===== config.mk =====
export PLATFORM = sky130hd
export DESIGN_NAME = rob_retire_ctrl
export DESIGN_NICKNAME = d
export VERILOG_FILES = /design/src/rtl/rob_retire_ctrl.sv
export SDC_FILE = /design/constraint.sdc
export NUM_CORES = 2
export LEC_CHECK = 0
export ABC_AREA = 1
export BUFFER_PORTS_ARGS = -buffer_cell sky130_fd_sc_hd__buf_2
export CELL_PAD_IN_SITES_DETAIL_PLACEMENT = 1
export CELL_PAD_IN_SITES_GLOBAL_PLACEMENT = 1
export CORE_MARGIN = 1
export CORE_UTILIZATION = 45
export DETAILED_ROUTE_END_ITERATION = 8
export GPL_ROUTABILITY_DRIVEN = 1
export PLACE_DENSITY_LB_ADDON = 0.1
export SLEW_MARGIN = 20
export SYNTH_ARGS = -nofsm -noshare
export SYNTH_HDL_FRONTEND = slang
export SYNTH_SLANG_ARGS = --single-unit

===== constraint.sdc =====
create_clock -name clk -period 4.92 [get_ports clk]
set_clock_uncertainty 0.05 [all_clocks]
set_input_delay 0.246 -clock clk [delete_from_list [all_inputs] [get_ports clk]]
set_output_delay 0.246 -clock clk [all_outputs]
set_load 0.1 [all_outputs]

===== src/rtl/rob_retire_ctrl.sv =====
// rtl/rob_retire_ctrl.sv - in-order reorder buffer with out-of-order writeback and multi-lane retire
module rob_retire_ctrl #(
  parameter int ROB_SIZE       = 16,
  parameter int DISPATCH_WIDTH = 2,
  parameter int RETIRE_WIDTH   = 2,
  parameter int NUM_WB         = 2,
  parameter int DATA_LEN       = 32,
  parameter int SRC_LEN        = 5,
  parameter int ROB_ID_LEN     = $clog2(ROB_SIZE)
) (
  input  logic                               clk,
  input  logic                               rst_n,
  input  logic                               flush,
  input  logic [DISPATCH_WIDTH-1:0]          disp_v,
  input  logic [DISPATCH_WIDTH-1:0]          disp_rfWrite,
  input  logic [DISPATCH_WIDTH*SRC_LEN-1:0]  disp_rd,
  output logic                               disp_rdy,
  output logic [DISPATCH_WIDTH*ROB_ID_LEN-1:0] disp_rob_id,
  input  logic [NUM_WB-1:0]                  wb_v,
  input  logic [NUM_WB*ROB_ID_LEN-1:0]       wb_rob_id,
  input  logic [NUM_WB*DATA_LEN-1:0]         wb_data,
  output logic [RETIRE_WIDTH-1:0]            ret_v,
  output logic [RETIRE_WIDTH-1:0]            ret_rfWrite,
  output logic [RETIRE_WIDTH*SRC_LEN-1:0]    ret_rd,
  output logic [RETIRE_WIDTH*DATA_LEN-1:0]   ret_data,
  output logic [ROB_ID_LEN:0]                count
);

  localparam int PW = ROB_ID_LEN + 1;

  logic [PW-1:0]         head;
  logic [PW-1:0]         tail;
  logic [PW-1:0]         count_w;
  logic [PW-1:0]         free_w;
  logic [PW-1:0]         disp_cnt;
  logic [PW-1:0]         ret_cnt;
  logic [ROB_SIZE-1:0]   ent_valid;
  logic [ROB_SIZE-1:0]   ent_done;
  logic [ROB_SIZE-1:0]   ent_rfw;
  logic [SRC_LEN-1:0]    ent_rd   [ROB_SIZE];
  logic [DATA_LEN-1:0]   ent_data [ROB_SIZE];
  logic [RETIRE_WIDTH-1:0] elig;
  logic                    chain;
  logic [RETIRE_WIDTH-1:0][ROB_ID_LEN-1:0]   ret_idx;
  logic [DISPATCH_WIDTH-1:0][ROB_ID_LEN-1:0] disp_idx;

  // Wrap bit in the MSB makes tail - head the exact occupancy, full included.
  assign count_w     = tail - head;
  assign free_w      = PW'(ROB_SIZE) - count_w;
  assign disp_rdy    = free_w >= PW'(DISPATCH_WIDTH);
  assign count       = count_w;
  assign disp_rob_id = disp_idx;

  always_comb begin
    disp_idx = '0;
    disp_cnt = '0;
    for (int k = 0; k < DISPATCH_WIDTH; k++) begin
      disp_idx[k] = tail[ROB_ID_LEN-1:0] + ROB_ID_LEN'(k);
      disp_cnt    = disp_cnt + PW'(disp_v[k]);
    end
  end

  // A lane retires only if every older lane in this group also retires.
  always_comb begin
    ret_idx = '0;
    elig    = '0;
    ret_cnt = '0;
    chain   = 1'b1;
    for (int i = 0; i < RETIRE_WIDTH; i++) begin
      ret_idx[i] = head[ROB_ID_LEN-1:0] + ROB_ID_LEN'(i);
      chain      = chain & ent_valid[ret_idx[i]] & ent_done[ret_idx[i]];
      elig[i]    = chain;
      ret_cnt    = ret_cnt + PW'(chain);
    end
  end

  always_ff @(posedge clk or negedge rst_n) begin
    if (!rst_n) begin
      head      <= '0;
      tail      <= '0;
      ent_valid <= '0;
      ent_done  <= '0;
      ent_rfw   <= '0;
      for (int j = 0; j < ROB_SIZE; j++) begin
        ent_rd[j]   <= '0;
        ent_data[j] <= '0;
      end
    end else if (flush) begin
      head      <= '0;
      tail      <= '0;
      ent_valid <= '0;
      ent_done  <= '0;
    end else begin
      // Later ports override earlier ones on the same entry.
      for (int p = 0; p < NUM_WB; p++) begin
        if (wb_v[p] && ent_valid[wb_rob_id[p*ROB_ID_LEN +: ROB_ID_LEN]]) begin
          ent_done[wb_rob_id[p*ROB_ID_LEN +: ROB_ID_LEN]] <= 1'b1;
          ent_data[wb_rob_id[p*ROB_ID_LEN +: ROB_ID_LEN]] <= wb_data[p*DATA_LEN +: DATA_LEN];
        end
      end
      if (disp_rdy) begin
        for (int k = 0; k < DISPATCH_WIDTH; k++) begin
          if (disp_v[k]) begin
            ent_valid[disp_idx[k]] <= 1'b1;
            ent_done[disp_idx[k]]  <= 1'b0;
            ent_rfw[disp_idx[k]]   <= disp_rfWrite[k];
            ent_rd[disp_idx[k]]    <= disp_rd[k*SRC_LEN +: SRC_LEN];
          end
        end
        tail <= tail + disp_cnt;
      end
      for (int i = 0; i < RETIRE_WIDTH; i++) begin
        if (elig[i]) begin
          ent_valid[ret_idx[i]] <= 1'b0;
          ent_done[ret_idx[i]]  <= 1'b0;
        end
      end
      head <= head + ret_cnt;
    end
  end

  always_ff @(posedge clk or negedge rst_n) begin
    if (!rst_n) begin
      ret_v       <= '0;
      ret_rfWrite <= '0;
      ret_rd      <= '0;
      ret_data    <= '0;
    end else if (flush) begin
      ret_v       <= '0;
      ret_rfWrite <= '0;
      ret_rd      <= '0;
      ret_data    <= '0;
    end else begin
      for (int i = 0; i < RETIRE_WIDTH; i++) begin
        ret_v[i]                          <= elig[i];
        ret_rfWrite[i]                    <= elig[i] & ent_rfw[ret_idx[i]];
        ret_rd[i*SRC_LEN +: SRC_LEN]      <= elig[i] ? ent_rd[ret_idx[i]] : '0;
        ret_data[i*DATA_LEN +: DATA_LEN]  <= elig[i] ? ent_data[ret_idx[i]] : '0;
      end
    end
  end

endmodule


==> summary.txt <==
Power
  – Internal: 13.42 mW
  – Power Total: 22.40 mW
  – Clock share of power: 33.1%
  – Combinational share of power: roughly 30%
  – Worst vdd ir: 0.3744 mV
  – Sequential power share: between 30 and 40%
  – PwrDens: 353.5 mW/mm^2
  – Switching Fraction: about two fifths
  – Pleak: 32.19 nW
  – Switch Pwr: about 9.0 mW

Worst setup path
  – Worst Setup End Kind: output pin
  – Worst Setup SP: tail[0]
  – Crit-path max FO: 36
  – WP data required: around 4.6 ns
  – CP Class: reg -> out
  – Setup crit start kind: flop
  – Reg-to-reg startpoint: head[1]
  – Max incr delay on CP: roughly 0.53 ns
  – Worst-path cell chain: inv_1 -> ha_1 -> fa_1 -> ha_1 -> nor2_1 -> nand2_1 -> nor2_1 -> nand2_1 -> inv_1 -> nand2_2 -> buf_4 -> buf_2
  – Slowest CP cell: buf_2
  – Critical Path AT: between 3 and 4 ns

Timing
  – Fin crit share: 83.13%
  – RSZ-0062 raised after global routing: false
  – Final Hold Vio Count: 0
  – Slew margin rel.: 17.51%
  – F_max: between 200 and 250 MHz
  – Final setup vio count: 0
  – Fin crit period: ~4.1 ns
  – Worst Tran Pin Value: 1.237 ns
  – TNS Setup: 0 ns
  – Slew Limit Fails: 0
  – Hold slack: 0.02735 ns

Placement
  – # port buffers: 182
  – Final RePlAce weighted congestion: around 0.96
  – Post-DP HPWL: 184200 um

Clocking
  – Worst skew pair latency: approximately 0.74 ns
  – CTS H-tree lvls: 3
  – Total CTS buffers: between 90 and 100
  – CTS resizes: 0
  – CTS tree: yes
  – CTS clk-pin slew, worst paths: approximately 0.060 ns
  – Root buf cell: clkbuf_16
  – Clock sinks: 728
  – Post-CTS setup buffer count: 0
  – Clk buf depth: 3

Synth
  – Synth cell types: 35
  – Ys async rst share: 100.0%
  – Synth Flop Type: dfrtp_1
  – Flops & latches, synth: about 730
  – Synth Area per Inst: between 6 and 7 sq um
  – Warnings, synthesis: 0
  – Sequential fraction of the synthesis area: between 30 and 40%
  – Number of enable flip-flop cells after synthesis: 0
  – Syn Nets: between 9000 and 10000
  – Mapped Cells: 9566
  – Mapped Area: 0.05871 sq mm

Global route
  – GR Layer Usage met3: about 16%
  – Met1 GRT Util: 60.32%
  – First-pass GRT wire length: 472900 um
  – Largest net degree at the start of global routing: 226
  – Number of global-route vias before repair: 70780
  – Grt ovf: 0
  – Met2 Use GR: 68.01%
  – GRT Util Overall: 47.83%
  – Initial antenna violation count: 44
  – GR peak layer: met2

Final layout
  – Most frequent cells in the layout: 1796 x nand2_1, 1219 x inv_1, 1111 x o21ai_0
  – Synthesis-to-layout area growth: 7.920%
  – Utilization after layout: 48.93%
  – Ratio of cells with drive above 1 in the final layout: 6.769%
  – Nets: 9184
  – Filler cell count: roughly 18000
  – Commonest non-fill, non-tap cell in the layout: nand2_1

Routing
  – Vias per cell: 6.692
  – Drt first pass iters: 8
  – Total wire length: 323200 um
  – ANT nets after route: 0
  – Drt wl/cell: 29.61 um
  – Vias: 73040
  – DR iter-0 viols: 10110
  – Number of remaining DRC errors: 0

Job
  – Max Cap Viol: 0

Status
  – Status: complete, no violations

Floorplanning
  – Die height: 363.2 um
  – Width of the die: 363.2 um
  – Core area: 0.1295 sq mm
  – Core Rows: 132
  – Initial Util: 45.34%
  – Die area: 0.1319 sq mm
  – I/O pin total: 183

Worst hold path
  – Hold Crit Start: disp_v[0]
  – Worst min path class: in -> reg
## kinds of logic (layout without fill, tap and decap cells)
family | count (synthesis) | after routing | share of synthesized area (%)
flops | 728 | 728 | 31.03
buf+inv | 2196 | 1774 | 14.88
fa+ha+maj | 22 | 22 | 0.5072
compound gates | 2127 | 2127 | 18.75
simple gates | 4489 | 4489 | 34.76
other cells | 0 | 29 | 0
xor+xnor | 4 | 4 | 0.07248
## final timing paths
check | slack [ns] | cells after the start | end
hold reg to reg | 0.44 | 2 | ent_rd[17]
setup reg to reg | 0.98 | 15 | ret_data[36]
max in group asynchronous | 3.38 | 3 | ent_data[341]
setup / recovery | 0.83 | 12 | disp_rdy
hold / removal | 0.03 | 4 | tail[0]
min in group asynchronous | 0.07 | 2 | ent_rd[27]
## state kept, by name (all words and copies together) (netlist names)
register	count
ent_rd	80
ent_valid	16
ret_data	64
ret_v	2
tail	5
ent_done	16
ret_rfWrite	2
head	5
ret_rd	10
ent_data	512
ent_rfw	16
## cell type report
class	instances	area, sq um	share of cell area [%]
diodes	29	72.57	0.1145
clock buffers	150	2940	4.641
clock inverters	21	220.2	0.3476
inverters	1234	4662	7.358
multi-input cells	6642	32220	50.86
flip-flops and latches	728	18220	28.76
well taps	1742	2180	3.440
repair buffers	369	2840	4.483
## synth_stat cells, types with 2 or more instances
cell type / instances / share of area, %
buf_2: 264 / 2.3
a211oi_1: 17 / 0.22
nand3_2: 11 / 0.19
inv_2: 8 / 0.051
nand2_4: 2 / 0.038
inv_1: 1225 / 7.8
fa_1: 3 / 0.10
nor2_2: 21 / 0.22
xnor2_1: 3 / 0.045
nand2_2: 6 / 0.064
nand3_1: 645 / 5.5
buf_1: 113 / 0.72
clkbuf_2: 2 / 0.017
buf_4: 10 / 0.13
clkbuf_1: 557 / 3.6
nand3b_1: 4 / 0.051
a21oi_1: 850 / 7.2
a22oi_1: 35 / 0.45
o21ai_0: 1111 / 9.5
buf_6: 16 / 0.31
o211ai_1: 92 / 1.2
nand2_1: 1797 / 11
ha_1: 19 / 0.40
dfrtp_1: 728 / 31
nand4_1: 1021 / 11
o21ai_1: 21 / 0.18
nor2_1: 977 / 6.2
## worst max-delay path: cells and delay by family (launching register included)
family                   cells  cell delay [ns]
adder cells (fa/ha/maj)      3             1.10
AND/OR/NAND/NOR              5             0.27
buffers and inverters        4             1.20
flip-flops                   1             0.50
## timing repair
action,4_1_cts,5_1_grt
endpoints found under the setup margin,0,0
hold buffers,15,0
endpoints found under the hold margin,83,0
## power by group through the flow
stage / clock network [mW] / registers, mW / logic (mW)
2_1_floorplan: 0 / 7.88 / 4.83
3_3_place_gp: 0 / 8.09 / 6.37
3_5_place_dp: 0 / 8.15 / 6.67
4_1_cts: 7.41 / 8.06 / 6.72
5_1_grt: 7.60 / 8.23 / 7.57
6_report: 7.41 / 8.09 / 6.89
## routing by layer
layer | share of wire (%) | routed length (um)
met5 | 0.10 | 334
met2 | 41 | 132600
met4 | 8.1 | 26150
met1 | 38 | 121400
met3 | 13 | 42740
## per-stage QoR
step	cells	setup WS, ns	cell area [sq um]
6_report	10920	0.8301	63360
3_3_place_gp	10700	1.151	59930
4_1_cts	10890	0.8063	63270
5_1_grt	10910	0.6037	63330
2_1_floorplan	9566	0.3025	58720
3_5_place_dp	10700	1.118	59960
Note: power is estimated with default switching activity, not from simulation.
